===== src/rtl/seg_scan_decoder.sv =====
// Seven-segment scan receiver: synchronises segment/anode lines, waits for a stable
// pattern, decodes it back to BCD and rebuilds the two-digit binary value.
module seg_scan_decoder #(
  parameter int unsigned STABLE_CYCLES = 4,
  localparam int unsigned CNT_W = $clog2(STABLE_CYCLES + 1)
) (
  input  logic       clk,
  input  logic       rst,
  input  logic [6:0] seg_n,
  input  logic [1:0] an_n,
  output logic [3:0] units,
  output logic [3:0] tens,
  output logic [1:0] dig_seen,
  output logic [6:0] value,
  output logic       value_valid,
  output logic       code_err
);

  typedef enum logic [1:0] {StIdle, StSettle, StCapture, StHold} state_e;

  state_e           state_q, state_d;
  logic [8:0]       sync1_q, sync2_q;
  logic [8:0]       ref_q, ref_d;
  logic [CNT_W-1:0] cnt_q, cnt_d;
  logic [3:0]       units_q, units_d;
  logic [3:0]       tens_q, tens_d;
  logic [1:0]       seen_q, seen_d;
  logic [6:0]       value_q, value_d;
  logic             vv_q, vv_d;
  logic             err_q, err_d;
  logic             cap_ok_q, cap_ok_d;

  logic [8:0] smp;
  logic       an_ok;
  logic       changed;
  logic [4:0] dec;

  // Returns {legal, digit} for an active-low {a..g} pattern.
  function automatic logic [4:0] decode(input logic [6:0] s);
    logic [4:0] r;
    case (s)
      7'h01:   r = {1'b1, 4'd0};
      7'h4F:   r = {1'b1, 4'd1};
      7'h12:   r = {1'b1, 4'd2};
      7'h06:   r = {1'b1, 4'd3};
      7'h4C:   r = {1'b1, 4'd4};
      7'h24:   r = {1'b1, 4'd5};
      7'h20:   r = {1'b1, 4'd6};
      7'h0F:   r = {1'b1, 4'd7};
      7'h00:   r = {1'b1, 4'd8};
      7'h04:   r = {1'b1, 4'd9};
      default: r = {1'b0, 4'd0};
    endcase
    return r;
  endfunction

  assign smp     = sync2_q;
  assign an_ok   = smp[8] ^ smp[7];
  assign changed = (smp != ref_q);
  assign dec     = decode(ref_q[6:0]);

  always_comb begin
    state_d  = state_q;
    cnt_d    = cnt_q;
    ref_d    = ref_q;
    units_d  = units_q;
    tens_d   = tens_q;
    seen_d   = seen_q;
    value_d  = value_q;
    vv_d     = 1'b0;
    err_d    = 1'b0;
    cap_ok_d = 1'b0;

    unique case (state_q)
      StIdle: begin
        cnt_d = '0;
        if (an_ok) begin
          state_d = StSettle;
          cnt_d   = CNT_W'(1);
          ref_d   = smp;
        end
      end
      StSettle: begin
        if (cnt_q == CNT_W'(STABLE_CYCLES)) begin
          state_d = StCapture;
        end else if (changed) begin
          ref_d = smp;
          if (an_ok) begin
            cnt_d = CNT_W'(1);
          end else begin
            state_d = StIdle;
            cnt_d   = '0;
          end
        end else begin
          cnt_d = cnt_q + CNT_W'(1);
        end
      end
      StCapture: begin
        state_d = StHold;
        if (dec[4]) begin
          cap_ok_d = 1'b1;
          // an_n[0] low selects the units digit
          if (!ref_q[7]) begin
            units_d   = dec[3:0];
            seen_d[0] = 1'b1;
          end else begin
            tens_d    = dec[3:0];
            seen_d[1] = 1'b1;
          end
        end else begin
          err_d = 1'b1;
        end
      end
      StHold: begin
        if (changed) begin
          ref_d = smp;
          if (an_ok) begin
            state_d = StSettle;
            cnt_d   = CNT_W'(1);
          end else begin
            state_d = StIdle;
            cnt_d   = '0;
          end
        end
      end
      default: state_d = StIdle;
    endcase

    if (cap_ok_q && (seen_q == 2'b11)) begin
      value_d = ({3'b000, tens_q} << 3) + ({3'b000, tens_q} << 1) + {3'b000, units_q};
      vv_d    = 1'b1;
    end
  end

  always_ff @(posedge clk or posedge rst) begin
    if (rst) begin
      state_q  <= StIdle;
      sync1_q  <= '0;
      sync2_q  <= '0;
      ref_q    <= '0;
      cnt_q    <= '0;
      units_q  <= '0;
      tens_q   <= '0;
      seen_q   <= '0;
      value_q  <= '0;
      vv_q     <= 1'b0;
      err_q    <= 1'b0;
      cap_ok_q <= 1'b0;
    end else begin
      state_q  <= state_d;
      sync1_q  <= {an_n, seg_n};
      sync2_q  <= sync1_q;
      ref_q    <= ref_d;
      cnt_q    <= cnt_d;
      units_q  <= units_d;
      tens_q   <= tens_d;
      seen_q   <= seen_d;
      value_q  <= value_d;
      vv_q     <= vv_d;
      err_q    <= err_d;
      cap_ok_q <= cap_ok_d;
    end
  end

  assign units       = units_q;
  assign tens        = tens_q;
  assign dig_seen    = seen_q;
  assign value       = value_q;
  assign value_valid = vv_q;
  assign code_err    = err_q;

endmodule

===== config.mk =====
export PLATFORM = sky130hd
export DESIGN_NAME = seg_scan_decoder
export DESIGN_NICKNAME = d
export VERILOG_FILES = /design/src/rtl/seg_scan_decoder.sv
export SDC_FILE = /design/constraint.sdc
export NUM_CORES = 1
export LEC_CHECK = 0
export BUFFER_PORTS_ARGS = -buffer_cell sky130_fd_sc_hd__buf_4
export CORE_MARGIN = 8
export CORE_UTILIZATION = 57
export CTS_BUF_LIST = sky130_fd_sc_hd__clkbuf_4 sky130_fd_sc_hd__clkbuf_8 sky130_fd_sc_hd__clkbuf_16
export DETAILED_ROUTE_END_ITERATION = 7
export GPL_TIMING_DRIVEN = 1
export PLACE_DENSITY = 0.79
export RECOVER_POWER = 25
export SYNTH_ARGS = -nofsm -noshare
export SYNTH_HDL_FRONTEND = slang
export SYNTH_SLANG_ARGS = --single-unit

===== constraint.sdc =====
create_clock -name clk -period 2.3 [get_ports clk]
set_input_delay 0.46 -clock clk [delete_from_list [all_inputs] [get_ports clk]]
set_output_delay 0.46 -clock clk [all_outputs]
set_load 0.005 [all_outputs]

**Word-level counts from Yosys, hierarchy flattened**

Cells that the tools add are included.
W data, S select, Z words.

- Multiplexer cells: 22
- Bitwise logic cells: 2
- $add $sub $neg: 3
- Reduce and logical (&&, ||, !) cells: 9
- Equality and inequality tests: 20

Operators with widths:

| kind | count |
|---|---|
| $pmux W5 S10 | 1 |
| $mux W9 | 3 |
| $pmux W9 S3 | 1 |
| $eq A7 B3 Y1 const B | 2 |
| $eq A7 B6 Y1 const B | 2 |
| $eq A7 B7 Y1 const B | 2 |
| $reduce_and A3 Y1 | 4 |
| $mux W2 | 5 |
| $mux W3 | 3 |
| $ne A9 B9 Y1 | 1 |
| $pmux W3 S3 | 1 |
| $pmux W2 S4 | 1 |
| $add A7 B4 Y7 | 1 |
| $add A7 B5 Y7 | 1 |
| $eq A7 B1 Y1 const B | 1 |
| $eq A7 B4 Y1 const B | 1 |
| $eq A7 B5 Y1 const B | 1 |
| $logic_not A7 Y1 | 1 |
| $mux W1 | 7 |
| $eq A2 B2 Y1 const B | 3 |
| $ne A2 B2 Y1 const B | 3 |
| $ne A3 B3 Y1 const B | 2 |
| $reduce_and A4 Y1 | 1 |
| $add A3 B1 Y3 const B | 1 |
| other kinds (7) | 7 |

- Output and inout bits: 19
- Bits in registers: 52

**Logic depth before layout (Yosys ltp)**

Gate-level depths: netlist of the first run.

- Word-level depth: 5
- Mapped depth: 8

**Worst setup path before layout of the first run**

Ideal clock, no wire load.

- Kind: register -> register
- Start: register units_q[3], in the netlist units[3]
- End: register value_q[6], in the netlist value[6]
- Required time: 2.164 ns
- Stages on the path, launching flop included: 9
- Arrival time: 1.991 ns
- Path slack: 0.173 ns
- Path through: dfrtp_1 -> inv_1 -> fa_1 -> inv_1 -> fa_1 -> a21o_1 -> a21oi_1 -> xor2_1 -> o21ai_0

- Longest elaborated chain between the ends: 1

Ends and longest elaborated chain:

| what | RTL line | RTL |
|---|---|---|
| start: declaration | 25 | `logic [3:0] units_q, units_d;` |
| start signal: assignment | 155 | `units_q <= units_d;` |
| $add A7 B4 Y7 | 130 | `value_d = ({3'b000, tens_q} << 3) + ({3'b000, tens_q} << 1) + {3'b000, units_q};` |
| end signal: assignment | 158 | `value_q <= value_d;` |
| end: declaration | 28 | `logic [6:0] value_q, value_d;` |

Every way passes these cells.
A chain may end at the register's enable or synchronous reset.

**Worst setup path in the final report of the first run**

Same ends and word-level chain as after synthesis.

==> summary.txt, run 1 <==
Run status = finished, final reports clean
RSZ-0062 raised after global routing = false
Mapped Area = 2430 um^2
I/O Buffers = 29
WL final = 4200 um
Critical Path Sink = value[6]
Root Buffer = clkbuf_8
FFs w/ async S/R, synth = 1.00
Crit. End Element = register
Kind of critical path = register to register
WP data required = 2.47 ns
# fillers = 323
# IOs = 30
Xor-xnor portion of the synthesized cell area = 0.0469
DIE AREA = 6610 um^2
Flop and latch count out of synthesis = 52
Skew final = 0.0166 ns
H-tree levels = 2
Reg power frac = 0.542
Setup violations, final = 0
Tot GR Track Use = 0.137
HP Class = input port to register
Register area share after synthesis = 0.536
DRC = 0
Clock buffer depth = 2
Most frequent cells in the layout = dfrtp_1, buf_4, mux2_2, inv_1, clkbuf_4
Synth warnings = 0
Synth Area in Compound Gates = 0.124
Cts bufs inserted = 5
Critical path launch point type = register
Crit path time final = 2.13 ns
Worst-margin pin slew = 1.07 ns
Initial Util = 0.599
DP Worst Slack = 0.0859 ns
Syn Inst Count = 203
Initial detailed-routing violation count = 61
Initial antenna violation count = 0
First-pass DRT Iterations = 4
Hold path depth = 1
Pwr per Cell Area = 743 nW/um^2
R2r setup slk = 0.17 ns
Worst setup path start = units[3]
Dpl hpwl = 3250 um
Main combinational cell family by area after synthesis = compound AO/OA/AOI/OAI gates
Die H = 81.3 um
Final Wtd Congestion = 0.776
Clk pin slew, worst setup/hold paths = 0.09 ns
Clock sink count = 52
Max Fclk = 470 MHz
Avg Inst Size Synth = 12.0 um^2
Share of cells above drive strength 1 = 0.287
Relative slew slack = 0.286
Num rows = 23
Global-route wire length before repair = 7090 um
Drt wl/cell = 14.6 um
CTS tree = yes
Reg2reg start = units[3]
Psw = 0.618 mW
Fraction of synthesized area in multiplexers = 0.0742
Post-synth EDFFs = 0
Core area = 4060 um^2
Gate power share = 0.206
Routed Antenna Nets = 0
GRT overflow = 0
Leakage power = 1.36 nW
Post-Synth Simple-Gate Area = 0.111
Syn nets = 225
Vias in the first global route = 1618
Ant diodes = 0
Final hold vios = 0
Net Sw Frac = 0.296
Worst R2R Path Depth = 8
Worst vdd ir = 0.591 mV
# hold bufs at CTS = 0
Primary FF master, synth = dfrtp_1
Commonest non-fill, non-tap cell in the layout = dfrtp_1
Largest net degree at the start of global routing = 32
Die X = 81.3 um
Clk pwr share = 0.252
Fin worst setup slack = 0.174 ns
Max Cap Viol = 0
Int Pwr = 1.47 mW
Vias per cell = 5.71
Fin Hold WS = 0.290 ns
Adder-Cell Fraction of Synth Area = 0.0628
Skew-Pair Late Insertion Delay = 0.30 ns
Area Growth Syn to Fin = 15.4%
Setup_tns = 0 ns
Slew Limit Fails = 0
DR vias = 1640
RR Endpoint = value[6]
Layout Nets = 258
Final worst-path cycle share = 0.924
Crit path DAT = 2.30 ns
Crit path max fanout = 3
Synth cell types = 52
[per-stage QoR]
step / area, um^2 / power (mW) / util / std cells
2_1_floorplan: 2430 / 1.51 / - / 203
3_3_place_gp: 2690 / 1.56 / 0.664 / 278
3_5_place_dp: 2690 / 1.58 / 0.664 / 278
4_1_cts: 2790 / 2.11 / 0.688 / 286
5_1_grt: 2800 / 2.21 / 0.691 / 287
6_report: 2800 / 2.08 / 0.691 / 287
[sequential cells by signal (all words and copies together), names as in the netlist, 2 cells and up, named ones only]
name and flops:
cnt_q 3, smp 9, units 4, tens 4, ref_q 9, sync1_q 9
dig_seen 2, value 7
[timing repair]
item	CTS	global route
setup endpoints to repair	0	1
buffers inserted	0	1
resized for setup	0	2
[logic make-up after synthesis]
logic type | Yosys count
DFF | 52
xor gates and xnor gates | 13
muxes | 16
and+or+nand+nor | 48
adders and majority gates | 11
buffers and inverters | 23
AOI/OAI and AO/OA | 40
[cell usage after synthesis, types with 3 or more instances]
cell type | count | area, um^2
xor2_1 | 5 | 43.8
nand3_1 | 6 | 30.0
buf_2 | 5 | 25.0
dfrtp_1 | 52 | 1300
a21o_1 | 3 | 22.5
a21oi_1 | 6 | 30.0
mux2_2 | 14 | 158
o21ai_0 | 10 | 50.1
nand2_1 | 10 | 37.5
ha_1 | 9 | 113
nor3_1 | 3 | 15.0
nand2b_1 | 4 | 25.0
nor2_1 | 10 | 37.5
xnor2_1 | 8 | 70.1
inv_1 | 12 | 45.0
[critical path: stages (launching register included)]
cell and delay [ns]:
dfrtp_1 0.38, inv_1 0.07, fa_1 0.52, inv_1 0.07
fa_2 0.35, a21o_1 0.20, a21oi_2 0.15, xor2_1 0.16
o21ai_0 0.09
[power by group through the flow]
stage	registers (mW)	clock network, mW	logic, mW
after floorplan	1.05	0	0.454
after CTS	1.13	0.545	0.434
after global routing	1.15	0.582	0.479
after global placement	1.14	0	0.423
final	1.13	0.525	0.430
after detailed placement	1.15	0	0.433
[layout make-up]
type / instances / area, um^2 / share of cell area
timing repair buffer: 36 / 270 / 0.0964
clock buffer: 7 / 90.1 / 0.0321
tap: 50 / 62.6 / 0.0223
multi-input combinational: 128 / 1020 / 0.365
clock inverter: 1 / 7.51 / 0.00268
sequential: 52 / 1300 / 0.464
inverter: 13 / 48.8 / 0.0174
[how the worst min path moves through the flow]
stage | start | slack [ns] | to
3_3_place_gp | sync1_q[6] | 0.33 | smp[6]
5_1_grt | an_n[1] | 0.27 | sync1_q[8]
3_5_place_dp | sync1_q[6] | 0.34 | smp[6]
6_report | seg_n[3] | 0.29 | sync1_q[3]
2_1_floorplan | sync1_q[0] | 0.33 | smp[0]
4_1_cts | rst | 0.24 | cnt_q[2]
[per-layer routing]
metal,wire length [um],global-route usage
met2,2110,0.235
met1,1760,0.155
met3,297,0.0453
met4,29,0.0482
met5,0,0
Power figures use the tool's default switching activity.
==> run 2: changes to the inputs <==
CORE_UTILIZATION = 51   (was 57)
PLACE_DENSITY = 0.74   (was 0.79)
clock period = 1.95 ns   (was 2.3 ns; I/O delays follow)
==> summary.txt, run 2 (same netlist as run 1, synthesis figures left out) <==
Num rows = 25 (+8.7%)
Final Wtd Congestion = 0.862 (+11%)
Crit path time final = 2.01 ns (-0.114 ns)
Layout Nets = 281 (+8.9%)
# IOs = 30 (unchanged)
Slew Limit Fails = 0 (unchanged)
Initial detailed-routing violation count = 75 (+23%)
Crit path max fanout = 2 (-1)
Worst path max stage delay = 0.55 ns (+0.03 ns)
Initial Util = 0.521 (-0.0775)
WL final = 4610 um (+9.9%)
GRT overflow = 0 (unchanged)
Vias in the first global route = 1757 (+8.6%)
Crit. End Element = register
Pwr per Cell Area = 878 nW/um^2 (+18%)
Dpl hpwl = 3340 um (+2.8%)
Clock sink count = 52 (unchanged)
Skew-Pair Late Insertion Delay = 0.31 ns (about the same)
CTS tree = yes
# hold bufs at CTS = 0 (unchanged)
Hold path depth = 1 (unchanged)
Fin worst setup slack = -0.0616 ns (-0.236 ns)
DP Worst Slack = -0.0601 ns (-0.146 ns)
WP data required = 2.13 ns (-0.34 ns)
Final worst-path cycle share = 1.03 (+0.107)
Relative slew slack = 0.181 (-0.106)
Clk pin slew, worst setup/hold paths = 0.10 ns (about the same)
Worst vdd ir = 0.667 mV (+13%)
Most frequent cells in the layout = dfrtp_1, buf_4, mux2_2
DRC = 0 (unchanged)
Run status = complete, but fails checks
Initial antenna violation count = 0 (unchanged)
Routed Antenna Nets = 0 (unchanged)
Skew final = 0.0121 ns (-0.00452 ns)
Final hold vios = 0 (unchanged)
Critical-path cell list = inv_2, fa_1, inv_2, fa_2, a21o_1, a21oi_2, xor2_1, o21ai_1
Critical path launch point type = register
DR vias = 1710 (+4.3%)
Drt wl/cell = 14.7 um (+0.42%)
Core area = 4660 um^2 (+15%)
First-pass DRT Iterations = 4 (unchanged)
Kind of critical path = register to register
Worst-margin pin slew = 1.23 ns (+0.160 ns)
Commonest non-fill, non-tap cell in the layout = dfrtp_1
Largest net degree at the start of global routing = 53 (+66%)
Slowest cell on crit path = fa_1
Global-route wire length before repair = 7780 um (+9.8%)
H-tree levels = 2 (unchanged)
Ant diodes = 0 (unchanged)
Setup violations, final = 2 (+2)
Max Fclk = 497 MHz (+5.7%)
Worst R2R Path Depth = 8 (unchanged)
Cts bufs inserted = 5 (unchanged)
RSZ-0062 raised after global routing = true
Area Growth Syn to Fin = 24.9%
Final Total Pwr = 2.66 mW (+28%)
Vias per cell = 5.45 (-4.7%)
Die X = 85.0 um (+4.6%)
Placed Cells = 302 (+8.6%)
Fin cells = 314 (+9.4%)
Die H = 85.0 um (+4.6%)
HP Class = input port to register
Crit path top cell by count = inv_2
I/O Buffers = 29 (unchanged)
Failing checks = setup timing
Max Cap Viol = 0 (unchanged)
Crit path DAT = 2.19 ns (-0.11 ns)
DIE AREA = 7230 um^2 (+9.4%)
Clock buffer depth = 2 (unchanged)
Share of cells above drive strength 1 = 0.385 (+0.0977)
Leakage power = 1.49 nW (+9.6%)
Root Buffer = clkbuf_8
Tot GR Track Use = 0.132 (-0.00474)
[run 2: cell count changes in the layout (fill, tap and decap cells not counted), moves of 3 or more]
cell | previous run | this run
buf_4 | 26 | 47
mux2_4 | 0 | 3
o21ai_0 | 10 | 7
o21ai_1 | 0 | 3
[run 2: what timing repair did]
item / in CTS / in global routing
cloned: 0 / 1
resized for setup: 6 / 11
setup endpoints to repair: 5 / 16
setup buffers: 0 / 3
pin swaps: 0 / 3
[run 2: area by class of cell]
| cell class | instances | area [um^2] |
|---|---|---|
| fillers | 367 | 1630 |
| flip-flops and latches | 52 | 1300 |
| multi-input cells | 129 | 1090 |
| repair buffers | 58 | 433 |
| clock buffers | 5 | 68.8 |
| well taps | 54 | 67.6 |
| inverters | 13 | 48.8 |
| clock inverters | 3 | 26.3 |
[run 2: path summary, 6_finish.rpt]
| kind | start | endpoint | slack (ns) |
|---|---|---|---|
| max | units[3] | value[6] | -0.06 |
| min | seg_n[0] | sync1_q[0] | 0.20 |
| max reg2reg | units[3] | value[6] | -0.06 |
| min reg2reg | sync1_q[2] | smp[2] | 0.36 |
| max in group asynchronous | rst | ref_q[5] | 0.64 |
| min in group asynchronous | rst | value[6] | 0.48 |
[run 2: layer usage]
layer	track usage	vias to the layer above	wire, um
met4	0.0534	0	71
met1	0.148	835	1880
met2	0.229	36	2430
met3	0.0376	8	236
met5	0	-	0
li1	-	831	-
[run 2: worst max-delay path: cells and delay by family (launching register included)]
kind / cells / cell delay [ns]
compound gates: 3 / 0.37
xor+xnor: 1 / 0.15
fa+ha+maj: 2 / 0.89
buf+inv: 2 / 0.10
flops: 1 / 0.38
[run 2: power by group]
part | switching [mW] | internal [mW] | leakage (nW)
clock network | 0.376 | 0.265 | 0.0491
registers | 0.0997 | 1.17 | 0.659
logic | 0.367 | 0.385 | 0.786
total | 0.842 | 1.82 | 1.49
[run 2: stage by stage]
stage	instance area [um^2]	utilization	hold WS, ns	setup TNS, ns
after detailed placement	2870	0.615	0.336	-0.113
after global placement	2870	0.615	0.332	0
final	3040	0.651	0.198	-0.121
after global routing	3040	0.651	0.185	-0.504
after floorplan	2440	-	0.331	-0.00902
after CTS	2970	0.638	0.128	-0.0839
==> run 3: changes to the inputs <==
BUFFER_PORTS_ARGS = unset   (was -buffer_cell sky130_fd_sc_hd__buf_4)
CORE_UTILIZATION = 56   (was 51)
DONT_BUFFER_PORTS = 1   (was unset)
==> summary.txt, run 3 (same netlist as run 1, synthesis figures left out) <==
RSZ-0062 raised after global routing = true
Tot GR Track Use = 0.145 (+0.0129)
Max Cap Viol = 0 (unchanged)
Critical path launch point type = register
Slew Limit Fails = 0 (unchanged)
Post-route design area = 2840 um^2 (-6.3%)
DIE AREA = 6700 um^2 (-7.3%)
Die H = 81.9 um (-3.7%)
First-pass DRT Iterations = 4 (unchanged)
Leakage power = 1.36 nW (-9.2%)
Pwr per Cell Area = 924 nW/um^2 (+5.3%)
Fin worst setup slack = -0.0676 ns (-0.00598 ns)
R2r setup slk = -0.07 ns (about the same)
Drt wl/cell = 16.0 um (+9.0%)
Core area = 4260 um^2 (-8.5%)
Cts bufs inserted = 5 (unchanged)
Num rows = 24 (-4.0%)
Most frequent cells in the layout = dfrtp_1, buf_4, mux2_2, nand2_1, nor2_1
# IOs = 30 (unchanged)
Crit. End Element = register
Final worst-path cycle share = 1.03 (+0.00307)
Crit path max fanout = 2 (unchanged)
Setup violations, final = 2 (unchanged)
WP data required = 2.13 ns (about the same)
Post-placement cell area = 2640 um^2 (-7.9%)
Skew final = 0.00587 ns (-0.00626 ns)
CTS tree = yes
Die X = 81.9 um (-3.7%)
Max Fclk = 496 MHz (-0.30%)
H-tree levels = 2 (unchanged)
Skew-Pair Late Insertion Delay = 0.30 ns (about the same)
Ant diodes = 0 (unchanged)
DRC = 0 (unchanged)
Setup_tns = -0.0940 ns (+0.0266 ns)
GRT overflow = 0 (unchanged)
Dpl hpwl = 3480 um (+4.1%)
RR Endpoint = value[6]
Reg2reg start = units[3]
Initial Util = 0.570 (+0.0485)
Root Buffer = clkbuf_8
M1 GR Usage = 0.158 (+0.0101)
Share of cells above drive strength 1 = 0.335 (-0.0499)
Area Growth Syn to Fin = 17.0%
Grt peak-use layer = met2
Clock buffer depth = 2 (unchanged)
Crit path time final = 2.02 ns (+0.00598 ns)
Placed Cells = 272 (-9.9%)
Relative slew slack = 0.520 (+0.340)
Final Wtd Congestion = 0.960 (+11%)
Hold EP = sync1_q[7]
Fin Hold WS = 0.115 ns (-0.0830 ns)
DR vias = 1637 (-4.3%)
Worst R2R Path Depth = 8 (unchanged)
Commonest non-fill, non-tap cell in the layout = dfrtp_1
Clk pin slew, worst setup/hold paths = 0.09 ns (about the same)
Routed Antenna Nets = 0 (unchanged)
Failing checks = setup timing
Fin cells = 285 (-9.2%)
WL final = 4560 um (-1.1%)
HP Class = input port to register
Kind of critical path = register to register
GR Util met2 = 0.253 (+0.0232)
Global-route wire length before repair = 7560 um (-2.9%)
Met3 Usage GRT = 0.0503 (+0.0127)
Worst vdd ir = 0.740 mV (+11%)
DP Worst Slack = -0.0992 ns (-0.0391 ns)
Initial antenna violation count = 0 (unchanged)
Vias in the first global route = 1709 (-2.7%)
Clock sink count = 52 (unchanged)
Hold path depth = 0 (-1)
Largest net degree at the start of global routing = 21 (-60%)
Layout Nets = 254 (-9.6%)
Vias per cell = 5.74 (+5.5%)
Final hold vios = 0 (unchanged)
I/O Buffers = 0 (-100%)
Crit path DAT = 2.19 ns (about the same)
Initial detailed-routing violation count = 57 (-24%)
Run status = complete, but fails checks
Worst-margin pin slew = 0.719 ns (-0.510 ns)
Worst Hold Launch = an_n[0]
==> run 3: cell types whose count changed in the layout (fill, tap and decap cells not counted), sizes merged <==
cell         change
buf             -17
clkbuf           -9
inv              -2
clkinv           -1
clkinvlp         +1
dlygate4sd3      +1
==> run 3: metal layers <==
metal	wire length, um	share of wire
met4	38	0.0083
met2	2380	0.52
met1	1780	0.39
met3	361	0.079
met5	0	0
==> run 3: power by group <==
| part | internal [mW] | switching [mW] |
|---|---|---|
| Clock | 0.302 | 0.319 |
| Combinational | 0.360 | 0.357 |
| Sequential | 1.17 | 0.115 |
| Total | 1.84 | 0.791 |
==> run 3: critical path, cell delays in order (launching register included) <==
cell	delay, ns
dfrtp_1	0.38
inv_2	0.05
fa_1	0.54
inv_2	0.05
fa_2	0.33
a21o_1	0.18
a21oi_2	0.13
xor2_1	0.16
o21ai_1	0.07
==> run 3: layout make-up <==
| class | instances | area (um^2) |
|---|---|---|
| tap | 52 | 65.1 |
| sequential | 52 | 1310 |
| clock buffer | 7 | 90.1 |
| fill | 333 | 1420 |
| timing repair buffer | 31 | 239 |
| multi-input combinational | 129 | 1090 |
| inverter | 13 | 48.8 |
| clock inverter | 1 | 7.51 |
==> run 3: worst max-delay path by stage <==
stage	cells past startpoint	startpoint	to
2_1_floorplan	8	units[3]	value[6]
3_3_place_gp	8	units[3]	value[6]
3_5_place_dp	8	units[3]	value[5]
4_1_cts	8	units[3]	value[6]
5_1_grt	8	units[3]	value[6]
6_report	8	units[3]	value[6]
==> run 3: repair_timing <==
| action | CTS | global route |
|---|---|---|
| setup buffers | 1 | 2 |
| pin swaps | 2 | 3 |
| endpoints found under the hold margin | 18 | 0 |
| hold buffers | 1 | 0 |
| resized for setup | 7 | 15 |
| gates cloned | 0 | 1 |
| endpoints found under the setup margin | 8 | 17 |
==> run 3: per-stage QoR <==
stage	util	power (mW)
finish	0.667	2.63
global route	0.667	2.79
CTS	0.649	2.58
detailed placement	0.619	1.94
global placement	0.619	1.91
floorplan	-	1.78
